## config.mk

```make
export PLATFORM = sky130hd
export DESIGN_NAME = sysctrl_gen_flat
export DESIGN_NICKNAME = d
export VERILOG_FILES = /design/src/rtl/sysctrl_pkg.sv /design/src/rtl/sysctrl_gen_if.sv /design/src/rtl/sysctrl_irq.sv /design/src/rtl/sysctrl_gen.sv /design/src/flat_wrapper.sv
export SDC_FILE = /design/constraint.sdc
export NUM_CORES = 1
export LEC_CHECK = 0
export BUFFER_PORTS_ARGS = -buffer_cell sky130_fd_sc_hd__buf_2
export CAP_MARGIN = 20
export CORE_MARGIN = 3
export CORE_UTILIZATION = 40
export DETAILED_ROUTE_END_ITERATION = 10
export PLACE_DENSITY = 0.73
export SLEW_MARGIN = 0
export SYNTH_ARGS = -nofsm -noshare
export SYNTH_HDL_FRONTEND = slang
export SYNTH_SLANG_ARGS = --single-unit
```

## constraint.sdc

```tcl
create_clock -name clk -period 6.9 [get_ports clk]
set_clock_uncertainty 0.1 [all_clocks]
set_input_delay 0.345 -clock clk [delete_from_list [all_inputs] [get_ports clk]]
set_output_delay 0.345 -clock clk [all_outputs]
set_load 0.02 [all_outputs]
```

## src/rtl/sysctrl_pkg.sv

```systemverilog
// Shared definitions for the MCU byte-link system-control slave.
// Holds command codes, status magic bytes, slot id base and frame-state enum.
package sysctrl_pkg;

  localparam int unsigned BYTE_W = 8;
  localparam int unsigned CNT_W  = 4;

  localparam logic [CNT_W-1:0] CNT_MAX = CNT_W'(15);

  localparam logic [BYTE_W-1:0] CMD_STATUS   = 8'd0;
  localparam logic [BYTE_W-1:0] CMD_LEDS     = 8'd1;
  localparam logic [BYTE_W-1:0] CMD_COLOR    = 8'd2;
  localparam logic [BYTE_W-1:0] CMD_BUTTONS  = 8'd3;
  localparam logic [BYTE_W-1:0] CMD_CFG_WR   = 8'd4;
  localparam logic [BYTE_W-1:0] CMD_IRQ      = 8'd5;
  localparam logic [BYTE_W-1:0] CMD_CFG_RD   = 8'd6;
  localparam logic [BYTE_W-1:0] CMD_IRQ_MASK = 8'd7;

  localparam logic [BYTE_W-1:0] STATUS_MAGIC0 = 8'h5C;
  localparam logic [BYTE_W-1:0] STATUS_MAGIC1 = 8'h42;

  // Slot n answers to ASCII id ID_BASE + n
  localparam logic [BYTE_W-1:0] ID_BASE = 8'h41;

  typedef enum logic [0:0] {
    ST_IDLE = 1'b0,
    ST_CMD  = 1'b1
  } frame_state_e;

  function automatic logic [BYTE_W-1:0] bit_rev8(input logic [BYTE_W-1:0] b);
    logic [BYTE_W-1:0] r;
    for (int i = 0; i < int'(BYTE_W); i++) r[i] = b[BYTE_W-1-i];
    return r;
  endfunction

endpackage

```

## src/rtl/sysctrl_gen_if.sv

```systemverilog
// Byte-link bus between the MCU deserialiser (master) and sysctrl_gen (slave).
interface sysctrl_gen_if;
  logic       data_in_strobe;
  logic       data_in_start;
  logic [7:0] data_in;
  logic [7:0] data_out;

  modport master (output data_in_strobe, output data_in_start, output data_in,
                  input  data_out);
  modport slave  (input  data_in_strobe, input  data_in_start, input  data_in,
                  output data_out);
endinterface

```

## src/rtl/sysctrl_irq.sv

```systemverilog
// Masked, edge-latched interrupt controller; bit 0 is the coldboot flag.
// Sources pass two sync flops, then a rising-edge detect feeds the pending register.
module sysctrl_irq #(
  parameter int unsigned INT_WIDTH = 8
) (
  input  logic                 clk,
  input  logic                 reset_n,
  input  logic [INT_WIDTH-1:0] int_in,
  input  logic                 ack_valid,
  input  logic [INT_WIDTH-1:0] ack_mask,
  input  logic                 mask_we,
  input  logic [INT_WIDTH-1:0] mask_wdata,
  output logic [INT_WIDTH-1:0] pending,
  output logic                 int_out_n
);

  localparam logic [INT_WIDTH-1:0] COLDBOOT = INT_WIDTH'(1);
  localparam logic [INT_WIDTH-1:0] SRC_BITS = ~COLDBOOT;

  logic [INT_WIDTH-1:0] sync1_q, sync2_q, sync3_q;
  logic [INT_WIDTH-1:0] pending_q, pending_d;
  logic [INT_WIDTH-1:0] mask_q;
  logic [INT_WIDTH-1:0] rise, clr;

  // Set has priority over a coincident ack
  always_comb begin
    rise      = sync2_q & ~sync3_q & SRC_BITS;
    clr       = ack_valid ? ack_mask : '0;
    pending_d = (pending_q & ~clr) | rise;
  end

  always_ff @(posedge clk or negedge reset_n) begin
    if (!reset_n) begin
      sync1_q   <= '0;
      sync2_q   <= '0;
      sync3_q   <= '0;
      pending_q <= COLDBOOT;
      mask_q    <= '1;
    end else begin
      sync1_q   <= int_in;
      sync2_q   <= sync1_q;
      sync3_q   <= sync2_q;
      pending_q <= pending_d;
      if (mask_we) mask_q <= mask_wdata;
    end
  end

  assign pending   = pending_q;
  assign int_out_n = ~|(pending_q & mask_q);

endmodule

```

## src/rtl/sysctrl_gen.sv

```systemverilog
// System-control slave: frame decoder, LEDs, colour, config slots, interrupt controller.
// Define SYSCTRL_CFG_READBACK_EN to implement cmd 6 (config slot readback).
module sysctrl_gen
  import sysctrl_pkg::*;
#(
  parameter logic [7:0]          CORE_ID      = 8'h00,
  parameter int unsigned         NUM_CFG      = 26,
  parameter logic [NUM_CFG*8-1:0] CFG_DEFAULTS = '0,
  parameter int unsigned         INT_WIDTH    = 8,
  parameter int unsigned         LED_COUNT    = 2
) (
  input  logic                   clk,
  input  logic                   reset_n,
  sysctrl_gen_if.slave           link,
  input  logic [INT_WIDTH-1:0]   int_in,
  output logic                   int_out_n,
  input  logic [1:0]             buttons,
  output logic [LED_COUNT-1:0]   leds,
  output logic [23:0]            color,
  output logic [NUM_CFG*8-1:0]   cfg_values,
  output logic [NUM_CFG-1:0]     cfg_changed
);

  frame_state_e         state_q, state_d;
  logic [CNT_W-1:0]     cnt_q, cnt_d;
  logic [7:0]           command_q, command_d;
  logic [7:0]           ptr_q, ptr_d;
  logic [7:0]           data_out_q, data_out_d;
  logic [LED_COUNT-1:0] leds_q, leds_d;
  logic [23:0]          color_q, color_d;
  logic [NUM_CFG*8-1:0] cfg_q, cfg_d;
  logic [NUM_CFG-1:0]   cfg_changed_q, cfg_changed_d;

  logic                 ack_valid, mask_we;
  logic [INT_WIDTH-1:0] pending;

  sysctrl_irq #(.INT_WIDTH(INT_WIDTH)) u_irq (
    .clk        (clk),
    .reset_n    (reset_n),
    .int_in     (int_in),
    .ack_valid  (ack_valid),
    .ack_mask   (link.data_in[INT_WIDTH-1:0]),
    .mask_we    (mask_we),
    .mask_wdata (link.data_in[INT_WIDTH-1:0]),
    .pending    (pending),
    .int_out_n  (int_out_n)
  );

  // Frame decode; cnt_q is the index of the data byte being received
  always_comb begin
    state_d       = state_q;
    cnt_d         = cnt_q;
    command_d     = command_q;
    ptr_d         = ptr_q;
    data_out_d    = data_out_q;
    leds_d        = leds_q;
    color_d       = color_q;
    cfg_d         = cfg_q;
    cfg_changed_d = '0;
    ack_valid     = 1'b0;
    mask_we       = 1'b0;

    if (link.data_in_strobe) begin
      if (link.data_in_start) begin
        state_d   = ST_CMD;
        cnt_d     = CNT_W'(1);
        command_d = link.data_in;
      end else if (state_q == ST_CMD) begin
        if (cnt_q != CNT_MAX) cnt_d = cnt_q + CNT_W'(1);
        case (command_q)
          CMD_STATUS: begin
            case (cnt_q)
              CNT_W'(1): data_out_d = STATUS_MAGIC0;
              CNT_W'(2): data_out_d = STATUS_MAGIC1;
              CNT_W'(3): data_out_d = CORE_ID;
              default:   data_out_d = 8'h00;
            endcase
          end
          CMD_LEDS: begin
            if (cnt_q == CNT_W'(1)) leds_d = link.data_in[LED_COUNT-1:0];
          end
          CMD_COLOR: begin
            case (cnt_q)
              CNT_W'(1): color_d[15:8]  = bit_rev8(link.data_in);
              CNT_W'(2): color_d[7:0]   = bit_rev8(link.data_in);
              CNT_W'(3): color_d[23:16] = bit_rev8(link.data_in);
              default: ;
            endcase
          end
          CMD_BUTTONS: data_out_d = {6'b0, buttons};
          CMD_CFG_WR: begin
            if (cnt_q == CNT_W'(1)) begin
              ptr_d = link.data_in;
            end else begin
              // Ids outside ID_BASE..ID_BASE+NUM_CFG-1 match no slot
              for (int i = 0; i < int'(NUM_CFG); i++) begin
                if (ptr_q == ID_BASE + 8'(i)) begin
                  cfg_d[i*8 +: 8]  = link.data_in;
                  cfg_changed_d[i] = 1'b1;
                end
              end
              ptr_d = ptr_q + 8'd1;
            end
          end
          CMD_IRQ: begin
            data_out_d = 8'(pending);
            if (cnt_q == CNT_W'(1)) ack_valid = 1'b1;
          end
`ifdef SYSCTRL_CFG_READBACK_EN
          CMD_CFG_RD: begin
            if (cnt_q == CNT_W'(1)) begin
              ptr_d = link.data_in;
            end else begin
              data_out_d = 8'hFF;
              for (int i = 0; i < int'(NUM_CFG); i++) begin
                if (ptr_q == ID_BASE + 8'(i)) data_out_d = cfg_q[i*8 +: 8];
              end
              ptr_d = ptr_q + 8'd1;
            end
          end
`endif
          CMD_IRQ_MASK: begin
            if (cnt_q == CNT_W'(1)) mask_we = 1'b1;
          end
          default: ;
        endcase
      end
    end
  end

  always_ff @(posedge clk or negedge reset_n) begin
    if (!reset_n) begin
      state_q       <= ST_IDLE;
      cnt_q         <= '0;
      command_q     <= '0;
      ptr_q         <= '0;
      data_out_q    <= '0;
      leds_q        <= '0;
      color_q       <= '0;
      cfg_q         <= CFG_DEFAULTS;
      cfg_changed_q <= '0;
    end else begin
      state_q       <= state_d;
      cnt_q         <= cnt_d;
      command_q     <= command_d;
      ptr_q         <= ptr_d;
      data_out_q    <= data_out_d;
      leds_q        <= leds_d;
      color_q       <= color_d;
      cfg_q         <= cfg_d;
      cfg_changed_q <= cfg_changed_d;
    end
  end

  assign link.data_out = data_out_q;
  assign leds          = leds_q;
  assign color         = color_q;
  assign cfg_values    = cfg_q;
  assign cfg_changed   = cfg_changed_q;

endmodule

```

## src/flat_wrapper.sv

```systemverilog
// flat-port wrapper written by rule: the top's interface ports become plain ports
module sysctrl_gen_flat import sysctrl_pkg::*;
#(
  parameter logic [7:0]          CORE_ID      = 8'h00,
  parameter int unsigned         NUM_CFG      = 26,
  parameter logic [NUM_CFG*8-1:0] CFG_DEFAULTS = '0,
  parameter int unsigned         INT_WIDTH    = 8,
  parameter int unsigned         LED_COUNT    = 2
)
  (clk, reset_n, int_in, int_out_n, buttons, leds, color, cfg_values, cfg_changed, link_data_in_strobe, link_data_in_start, link_data_in, link_data_out);
  sysctrl_gen_if link_i ();
  input  logic clk;
  input  logic reset_n;
  input  logic [INT_WIDTH-1:0] int_in;
  output logic int_out_n;
  input  logic [1:0] buttons;
  output logic [LED_COUNT-1:0] leds;
  output logic [23:0] color;
  output logic [NUM_CFG*8-1:0] cfg_values;
  output logic [NUM_CFG-1:0] cfg_changed;
  input wire logic [$bits(link_i.data_in_strobe)-1:0] link_data_in_strobe;
  input wire logic [$bits(link_i.data_in_start)-1:0] link_data_in_start;
  input wire logic [$bits(link_i.data_in)-1:0] link_data_in;
  output wire logic [$bits(link_i.data_out)-1:0] link_data_out;
  assign link_i.data_in_strobe = link_data_in_strobe;
  assign link_i.data_in_start = link_data_in_start;
  assign link_i.data_in = link_data_in;
  assign link_data_out = link_i.data_out;
  sysctrl_gen #(.CORE_ID(CORE_ID), .NUM_CFG(NUM_CFG), .CFG_DEFAULTS(CFG_DEFAULTS), .INT_WIDTH(INT_WIDTH), .LED_COUNT(LED_COUNT)) u_core (.clk(clk), .reset_n(reset_n), .link(link_i), .int_in(int_in), .int_out_n(int_out_n), .buttons(buttons), .leds(leds), .color(color), .cfg_values(cfg_values), .cfg_changed(cfg_changed));
endmodule
```

==> metrics.yaml, run 1 <==
finalSetupViolCount: 0
die_h_um: 189
cts_setup_buffers: 0
mostFrequentLayoutCells: "dfrtp_1, buf_2, mux2_2, mux2_4, nand2_1"
seq_area_frac_synth_pct: 60.9
hold_viol: 0
diodes: 0
layout.nets: 1193
synth_compound_area_share_pct: 2.75
power.density_mw_per_mm2: 259
drc: 0
synthAdderAreaFrac_pct: 0.653
startpoint_type: "flop"
drv_cap: 0
layout_commonest_cell: "dfrtp_1"
overflow: 0
r2r_start: "u_core.command_q[1]"
met3_usage_pct: 4.41
busiest_layer: "met2"
min_period_ns: 3.08
crit_path_max_fanout: 13
status: "finished, final reports clean"
drtAntennaViolNets: 0
synth_top_flop_cell: "dfrtp_1"
synth.yosys.warnings: 0
cts_tree: "done"
critPathArrivalTime_ns: 3.37
place_congestion: 0.758
yosys_register_bits: 326
slew_violations: 0
fillCellCount: 2790
area_growth_pct: 23.8
r2r_slack_ns: 3.82
coreArea_mm2: 0.0328
ctsResizeCount: 0
min_path_cells: 2
hpwl_um: 21600
grtUsageMet2_pct: 29.6
ir_drop_v: 0.000207
cts_sinks: 326
holdPathEnd: "u_core.cnt_q[3]"
syn_nets: 897
synthXorXnorAreaFrac_pct: 0.196
cts_buffer_depth: 3
synth_top_family_by_area: "multiplexers"
die-area_mm2: 0.0358
postSynthCellCount: 868
synth_edf_count: 0
r2r_end: "u_core.cfg_values[186]"
drt_iter0_markers: 263
grt_setup_unrepaired: "no"
worst_ep_required_time_ns: 7.19
via_per_inst: 4.96
root_buffer: "clkbuf_16"
synthArstFlopShare_pct: 100
worst-setup-path-type: "reg -> reg"
ctsHtreeMaxLevel: 2
syn-cell-area_mm2: 0.0134
r2r_cells: 5
hold_path_class: "in -> reg"
row_count: 66
grt_max_degree: 193
fin_setup_tns_ns: 0
min-delay-start: "link_data_in_start"
antenna_found_initial: 0
clk_pin_slew_worst_paths_ns: 0.06
place_ws_ns: 3.80
vias: 8112
ys_types: 49
final.period_utilization_pct: 44.6
hold_slack_ns: 0.0312
setup_ws_ns: 3.82
dieWidth_um: 189
ios: 291
clock_latency_ns: 0.51
grt_pass1_vias: 8643
drive_gt1_share_pct: 54.2
postSynthAreaPerCell_um2: 15.5
first_pass_iters: 4
power_uw: 4300
grt_usage_pct: 18.5
power_leakage_uw: 0.00925
end_kind: "flop"
cts-buffers-inserted: 37
grt_pass1_wl_um: 51900
holdBufCountCts: 9
grt_util_met1_pct: 25.9
drt-total-wl_um: 33400
start_util_pct: 40.9
io_buffers: 289
synthMuxAreaShare_pct: 24.5
worst_pin_slew_ns: 1.12
max_freq_ghz: 0.325
synth-simple-area-share_pct: 8.82
avgRoutedWirePerCell_um: 20.5
maxSlewHeadroom_pct: 24.8
metrics by stage:
step	instances	area (um2)	util [%]
after global routing	1635	16600	50.7
after global placement	1557	15200	46.4
after CTS	1634	16600	50.6
after detailed placement	1557	15200	46.4
final	1635	16600	50.7
after floorplan	868	13400	-
worst max-delay path by stage:
stage	startpoint	to	slack, ns
after detailed placement	u_core.command_q[1]	u_core.cfg_values[146]	3.80
after global routing	u_core.command_q[1]	u_core.cfg_values[186]	3.63
final	u_core.command_q[1]	u_core.cfg_values[186]	3.82
after floorplan	u_core.command_q[5]	u_core.cfg_values[39]	4.50
after global placement	u_core.command_q[1]	u_core.cfg_values[150]	3.84
after CTS	u_core.command_q[1]	u_core.cfg_values[146]	3.79
routing by layer:
layer / routed length (um) / part of all wire, %
met2: 15600 / 47
met4: 573 / 1.7
met5: 0 / 0
met1: 15100 / 45
met3: 2260 / 6.7
cell type report:
type / count / area [um2] / area share, %
timing repair buffer: 302 / 1590 / 9.59
clock buffer: 51 / 1050 / 6.33
inverter: 15 / 56.3 / 0.339
clock inverter: 17 / 230 / 1.39
tap: 442 / 553 / 3.33
multi-input combinational: 482 / 4960 / 29.8
sequential: 326 / 8170 / 49.2
Yosys cell counts (8+ instances only):
cell type	count	share of area (%)
a21oi_1	24	0.90
clkbuf_1	32	0.90
dfrtp_1	317	59
dfstp_2	9	1.8
inv_1	15	0.42
mux2_1	10	0.84
mux2_2	120	10
mux2_4	120	13
nand2_1	47	1.3
nand2_4	12	1.0
nand2_8	14	2.1
nand3_1	8	0.30
nor3_1	30	1.1
o21ai_0	17	0.63
critical path, cell delays in order, from the launching register on:
cell      delay (ns)
dfrtp_1         0.48
nand2b_1        0.30
nor3_2          0.64
and4_1          0.80
nand2_4         0.24
mux2_4          0.37
logic make-up (layout without fill, tap and decap cells):
kind of cell    count (synthesis)  count (layout)
compound gates                 62              62
xor+xnor                        3               3
fa+ha+maj                       7               7
buf+inv                        60             385
flops                         326             326
mux                           252             252
simple gates                  158             158
flip-flops by register name (all words and copies together), names as in the netlist:
signal	flops
u_core.ptr_q	8
u_core.command_q	8
u_core.u_irq.pending	8
u_core.cfg_values	208
u_core.state_q	1
u_core.u_irq.sync3_q	7
u_core.u_irq.mask_q	8
u_core.u_irq.sync2_q	7
u_core.link.data_out	8
u_core.leds	2
u_core.cfg_changed	26
u_core.color	24
u_core.u_irq.sync1_q	7
u_core.cnt_q	4
report_power, final:
part | internal [uW] | switching, uW | total (uW)
Combinational | 86.0 | 199 | 285
Sequential | 1950 | 38.9 | 1990
Clock | 1260 | 768 | 2030
No activity file was read; power rests on OpenSTA's default activity.
==> run 2, diff against run 1 <==
--- a/config.mk
+++ b/config.mk
@@ -5,12 +5,13 @@
 export SDC_FILE = /design/constraint.sdc
 export NUM_CORES = 1
 export LEC_CHECK = 0
+export ABC_AREA = 1
 export BUFFER_PORTS_ARGS = -buffer_cell sky130_fd_sc_hd__buf_2
 export CAP_MARGIN = 20
 export CORE_MARGIN = 3
 export CORE_UTILIZATION = 40
 export DETAILED_ROUTE_END_ITERATION = 10
-export PLACE_DENSITY = 0.73
+export PLACE_DENSITY = 0.76
 export SLEW_MARGIN = 0
 export SYNTH_ARGS = -nofsm -noshare
 export SYNTH_HDL_FRONTEND = slang
==> constraint.sdc (replaced) <==
create_clock -name clk -period 2.8 [get_ports clk]
set_clock_uncertainty 0.1 [all_clocks]
set_input_delay 0.14 -clock clk [delete_from_list [all_inputs] [get_ports clk]]
set_output_delay 0.14 -clock clk [all_outputs]
set_load 0.02 [all_outputs]
==> metrics.yaml, run 2 <==
status: "finished, final reports clean"
via_per_inst: 4.96
maxSlewHeadroom_pct: 29.6
area_growth_pct: 25.8
seq_area_frac_synth_pct: 65.3
synth_compound_area_share_pct: 11.9
postSynthAreaPerCell_um2: 10.2
pwr-share-comb_pct: 9.8
first_pass_iters: 7
grt_pass1_vias: 9750
ir_drop_v: 0.000423
root_buffer: "clkbuf_16"
synth_top_family_by_area: "simple AND/OR/NAND/NOR gates"
min_path_cells: 5
drc: 0
largest_register_ffs: 208
coreArea_mm2: 0.0307
avgRoutedWirePerCell_um: 17.3
holdPathEnd: "u_core.link.data_out[4]"
hold_path_class: "in -> reg"
drt-total-wl_um: 33900
syn-cell-area_mm2: 0.0125
antenna_found_initial: 0
synthTopCellsByArea: "dfrtp_1, nand2_1, o21ai_1"
cts_tree: "done"
layout.nets: 1569
vias: 9729
path_cells: "inv_1 -> ha_1 -> nand2_2 -> nand2_2 -> nor2_8 -> buf_12 -> nand3_2 -> nand2_1 -> o21ai_0"
ctsHtreeMaxLevel: 2
synth.yosys.warnings: 0
finalSetupViolCount: 0
syn_nets: 1258
start_util_pct: 40.7
r2r_slack_ns: 0.58
cp_common_cell: "nand2_2"
synthAdderAreaFrac_pct: 0.700
overflow: 0
die_h_um: 183
yosysTopAreaCellShare_pct: 63.4
seqPwrFrac_pct: 47.1
crit_path_max_fanout: 17
p_switching_uw: 2730
fillCellCount: 2780
swShare_pct: 25.8
min_period_ns: 2.22
final.period_utilization_pct: 79.3
internal-power_uw: 7860
dieWidth_um: 183
ys_types: 27
io_buffers: 289
mostFrequentLayoutCells: "nand2_1, dfrtp_1, buf_2"
place_congestion: 0.847
cpPeakStageDelay_ns: 0.40
drtAntennaViolNets: 0
crit_family: "simple AND/OR/NAND/NOR gates"
clock_latency_ns: 0.50
hold_viol: 0
grt_pass1_wl_um: 53800
drv_cap: 0
layout_commonest_cell: "nand2_1"
worst_pin_slew_ns: 1.05
end_kind: "flop"
drt_iter0_markers: 604
slew_violations: 0
cp_slowest_cell: "dfrtp_1"
cts_buffer_depth: 3
synth-simple-area-share_pct: 17.3
fin_setup_tns_ns: 0
synth_edf_count: 0
grt_setup_unrepaired: "no"
grt_max_degree: 100
r2r_cells: 9
critPathArrivalTime_ns: 2.46
row_count: 64
synth.most_common_cell: "nand2_1"
cts-buffers-inserted: 36
min-delay-start: "link_data_in_strobe"
drive_gt1_share_pct: 27.5
clock_power_share_pct: 43.0
hpwl_um: 23100
crit_buf_inv: 2
ios: 291
grt_usage_pct: 20.1
worst-setup-path-type: "reg -> reg"
die-area_mm2: 0.0335
crit_start: "u_core.cnt_q[1]"
r2r_start: "u_core.cnt_q[1]"
yosys_register_bits: 326
power.density_mw_per_mm2: 672
synthArstFlopShare_pct: 100
synthXorXnorAreaFrac_pct: 0.210
worst_ep_required_time_ns: 3.04
clk_pin_slew_worst_paths_ns: 0.06
synthMuxAreaShare_pct: 0
cts_sinks: 326
max_freq_ghz: 0.450
synth_top_area_cell: "dfrtp_1"
synth_top_flop_cell: "dfrtp_1"
synthTopCellsByCount: "nand2_1, dfrtp_1, o21ai_1, o21ai_0, inv_1"
diodes: 0
r2r_end: "u_core.cfg_values[11]"
hold_slack_ns: 0.0796
postSynthCellCount: 1229
startpoint_type: "flop"
power_leakage_uw: 0.00845
[run 2: worst register-to-register path, stage by stage (launching register included)]
cell	delay (ns)
dfrtp_1	0.40
inv_1	0.08
ha_1	0.19
nand2_2	0.08
nand2_2	0.08
nor2_8	0.32
buf_12	0.26
nand3_2	0.33
nand2_1	0.15
o21ai_0	0.08
[run 2: per-layer routing]
layer | wire length (um) | up-vias | track usage (%)
met4 | 637 | 0 | 5.15
met5 | 0 | - | 0
met3 | 2830 | 47 | 5.97
met2 | 15700 | 347 | 32.3
met1 | 14700 | 4721 | 27.1
li1 | - | 4614 | -
[run 2: what timing repair did]
item / 4_1_cts / 5_1_grt
gates resized for setup: 0 / 0
hold buffers: 19 / 0
buffers inserted: 0 / 0
endpoints found under the hold margin: 131 / 0
[run 2: logic make-up (layout without fill, tap and decap cells)]
group	count (synthesis)	count (layout)
XOR/XNOR	3	3
adder cells (fa/ha/maj)	7	7
buffers and inverters	140	477
AND/OR/NAND/NOR	458	458
flip-flops	326	326
AO/OA/AOI/OAI	295	295
[run 2: per-stage QoR]
step | instance area, um2 | total power, uW | utilization [%] | instances | setup slack, ns
after global placement | 14400 | 6070 | 46.9 | 1879 | 0.649
final | 15800 | 10600 | 51.2 | 1962 | 0.579
after CTS | 15800 | 10700 | 51.2 | 1962 | 0.551
after floorplan | 12500 | 5680 | - | 1229 | 0.979
after global routing | 15800 | 11000 | 51.2 | 1962 | 0.348
after detailed placement | 14400 | 6110 | 46.9 | 1879 | 0.574
[run 2: cell type report]
cell class	instances	area, um2	area share [%]
Multi-Input combinational cell	763	3760	23.9
Clock inverter	14	113	0.715
Sequential cell	326	8170	51.9
Clock buffer	50	1040	6.63
Timing Repair Buffer	332	1860	11.8
Tap cell	396	495	3.14
Inverter	81	304	1.93
[run 2: power by group through the flow]
| stage | sequential [uW] | clock (uW) | combinational [uW] |
|---|---|---|---|
| 3_5_place_dp | 5080 | 0 | 1030 |
| 3_3_place_gp | 5070 | 0 | 1010 |
| 5_1_grt | 5010 | 4880 | 1160 |
| 2_1_floorplan | 5160 | 0 | 521 |
| 6_report | 4990 | 4560 | 1040 |
| 4_1_cts | 4990 | 4660 | 1060 |
[run 2: how the worst max path moves through the flow]
stage                            end  slack [ns]  cells past startpoint
3_5_place_dp   u_core.cfg_values[11]        0.57                      9
4_1_cts        u_core.cfg_values[11]        0.55                      9
5_1_grt        u_core.cfg_values[13]        0.35                      9
2_1_floorplan  u_core.cfg_values[46]        0.98                      8
6_report       u_core.cfg_values[11]        0.58                      9
3_3_place_gp   u_core.cfg_values[11]        0.65                      9
==> run 3, diff against run 2 <==
--- a/config.mk
+++ b/config.mk
@@ -11,7 +11,7 @@
 export CORE_MARGIN = 3
 export CORE_UTILIZATION = 40
 export DETAILED_ROUTE_END_ITERATION = 10
-export PLACE_DENSITY = 0.76
+export PLACE_DENSITY = 0.73
 export SLEW_MARGIN = 0
 export SYNTH_ARGS = -nofsm -noshare
 export SYNTH_HDL_FRONTEND = slang
==> constraint.sdc (replaced) <==
create_clock -name clk -period 2.25 [get_ports clk]
set_clock_uncertainty 0.1 [all_clocks]
set_input_delay 0.1125 -clock clk [delete_from_list [all_inputs] [get_ports clk]]
set_output_delay 0.1125 -clock clk [all_outputs]
set_load 0.02 [all_outputs]
==> metrics.yaml, run 3 (synthesis results as in run 2) <==
status: "finished, final reports clean"
instances_no_fill: 1974
largest_register_ffs: 208
via_per_inst: 4.97
grt_setup_unrepaired: "yes"
power_leakage_uw: 0.00854
drv_cap: 0
critPathArrivalTime_ns: 2.41
max_freq_ghz: 0.485
coreArea_mm2: 0.0307
mostFrequentLayoutCells: "nand2_1, dfrtp_1, buf_2"
first_pass_iters: 5
dieWidth_um: 183
antenna_found_initial: 0
row_count: 64
end_kind: "flop"
finalSetupViolCount: 0
cts_tree: "done"
die_h_um: 183
crit_path_max_fanout: 27
r2r_slack_ns: 0.19
power.density_mw_per_mm2: 836
cts-buffers-inserted: 35
overflow: 0
grt_usage_pct: 20.6
finalInstanceArea_mm2: 0.0159
slew_violations: 0
startpoint_type: "flop"
layout_commonest_cell: "nand2_1"
vias: 9802
fillCellCount: 2730
postPlaceCellArea_mm2: 0.0146
drc: 0
cts_buffer_depth: 3
final.period_utilization_pct: 91.6
start_util_pct: 40.7
clock_latency_ns: 0.51
drive_gt1_share_pct: 28.1
drt-total-wl_um: 34600
root_buffer: "clkbuf_16"
maxSlewHeadroom_pct: 51.0
multi_input_area_mm2: 0.00377
cts_sinks: 326
grt_pass1_wl_um: 54700
ir_drop_v: 0.000539
hpwl_um: 24200
power_uw: 13300
worst_pin_slew_ns: 0.735
grt_max_degree: 87
io_buffers: 289
die-area_mm2: 0.0335
placed_cells: 1894
drtAntennaViolNets: 0
hold_viol: 0
grt_pass1_vias: 9729
drt_iter0_markers: 664
fin_util_pct: 51.8
clk_pin_slew_worst_paths_ns: 0.06
layout.nets: 1583
worst_ep_required_time_ns: 2.59
ctsHtreeMaxLevel: 2
hold_path_class: "in -> reg"
hold_slack_ns: 0.0904
seqCellArea_mm2: 0.00817
area_growth_pct: 27.2
avgRoutedWirePerCell_um: 17.5
cts_setup_buffers: 0
ios: 291
min_period_ns: 2.06
worst-setup-path-type: "reg -> reg"
place_congestion: 0.860
-- run 3: cell count changes in the layout (fill, tap and decap cells not counted), moves of 2 or more --
cell	delta
buf_4	+12
buf_12	+3
clkbuf_8	-2
clkinvlp_4	-2
bufinv_16	+2
-- run 3: area by class of cell --
class / instances / share of cell area, %
timing repair buffer: 347 / 12.7
clock buffer: 47 / 6.36
tap: 396 / 3.11
clock inverter: 13 / 0.935
sequential: 326 / 51.3
multi-input combinational: 763 / 23.7
antenna: 1 / 0.0157
inverter: 81 / 1.91
-- run 3: metrics by stage --
stage | setup TNS, ns | setup WS, ns
after floorplan | 0 | 0.429
after detailed placement | 0 | 0.111
final | 0 | 0.188
after global routing | -0.0385 | -0.0164
after global placement | 0 | 0.144
after CTS | 0 | 0.0980
-- run 3: routing by layer --
layer  GRT usage (%)  vias up  wire length [um]
li1                -     4640                 -
met1            27.6     4752             14900
met2            33.2      339             16000
met3            6.19       71              2900
met4            5.09        0               839
met5               0        -                 0
-- run 3: worst paths after layout --
check	cells past startpoint	endpoint	start
min in group asynchronous	2	u_core.cfg_changed[7]	reset_n
hold / removal	5	u_core.link.data_out[6]	link_data_in_strobe
hold reg to reg	0	u_core.u_irq.sync2_q[4]	u_core.u_irq.sync1_q[4]
setup reg to reg	9	u_core.cfg_values[59]	u_core.cnt_q[1]
max in group asynchronous	3	u_core.cfg_values[124]	reset_n
setup / recovery	9	u_core.cfg_values[59]	u_core.cnt_q[1]
-- run 3: critical path: stages, from the launching register on --
cell	delay (ns)
dfrtp_1	0.39
inv_1	0.07
ha_1	0.19
nand2_2	0.08
nand2_2	0.08
nor2_8	0.34
inv_2	0.29
nor2_4	0.29
nand2_1	0.09
nand2_1	0.07
-- run 3: what timing repair did --
| item | CTS | global route |
|---|---|---|
| endpoints found under the setup margin | 0 | 18 |
| resized for setup | 0 | 2 |
| endpoints found under the hold margin | 119 | 0 |
| hold buffers | 19 | 0 |
-- run 3: power by group --
part / internal, uW / total, uW / switching, uW
sequential: 6060 / 6200 / 142
clock: 3500 / 5770 / 2260
combinational: 381 / 1350 / 970
total: 9940 / 13300 / 3380
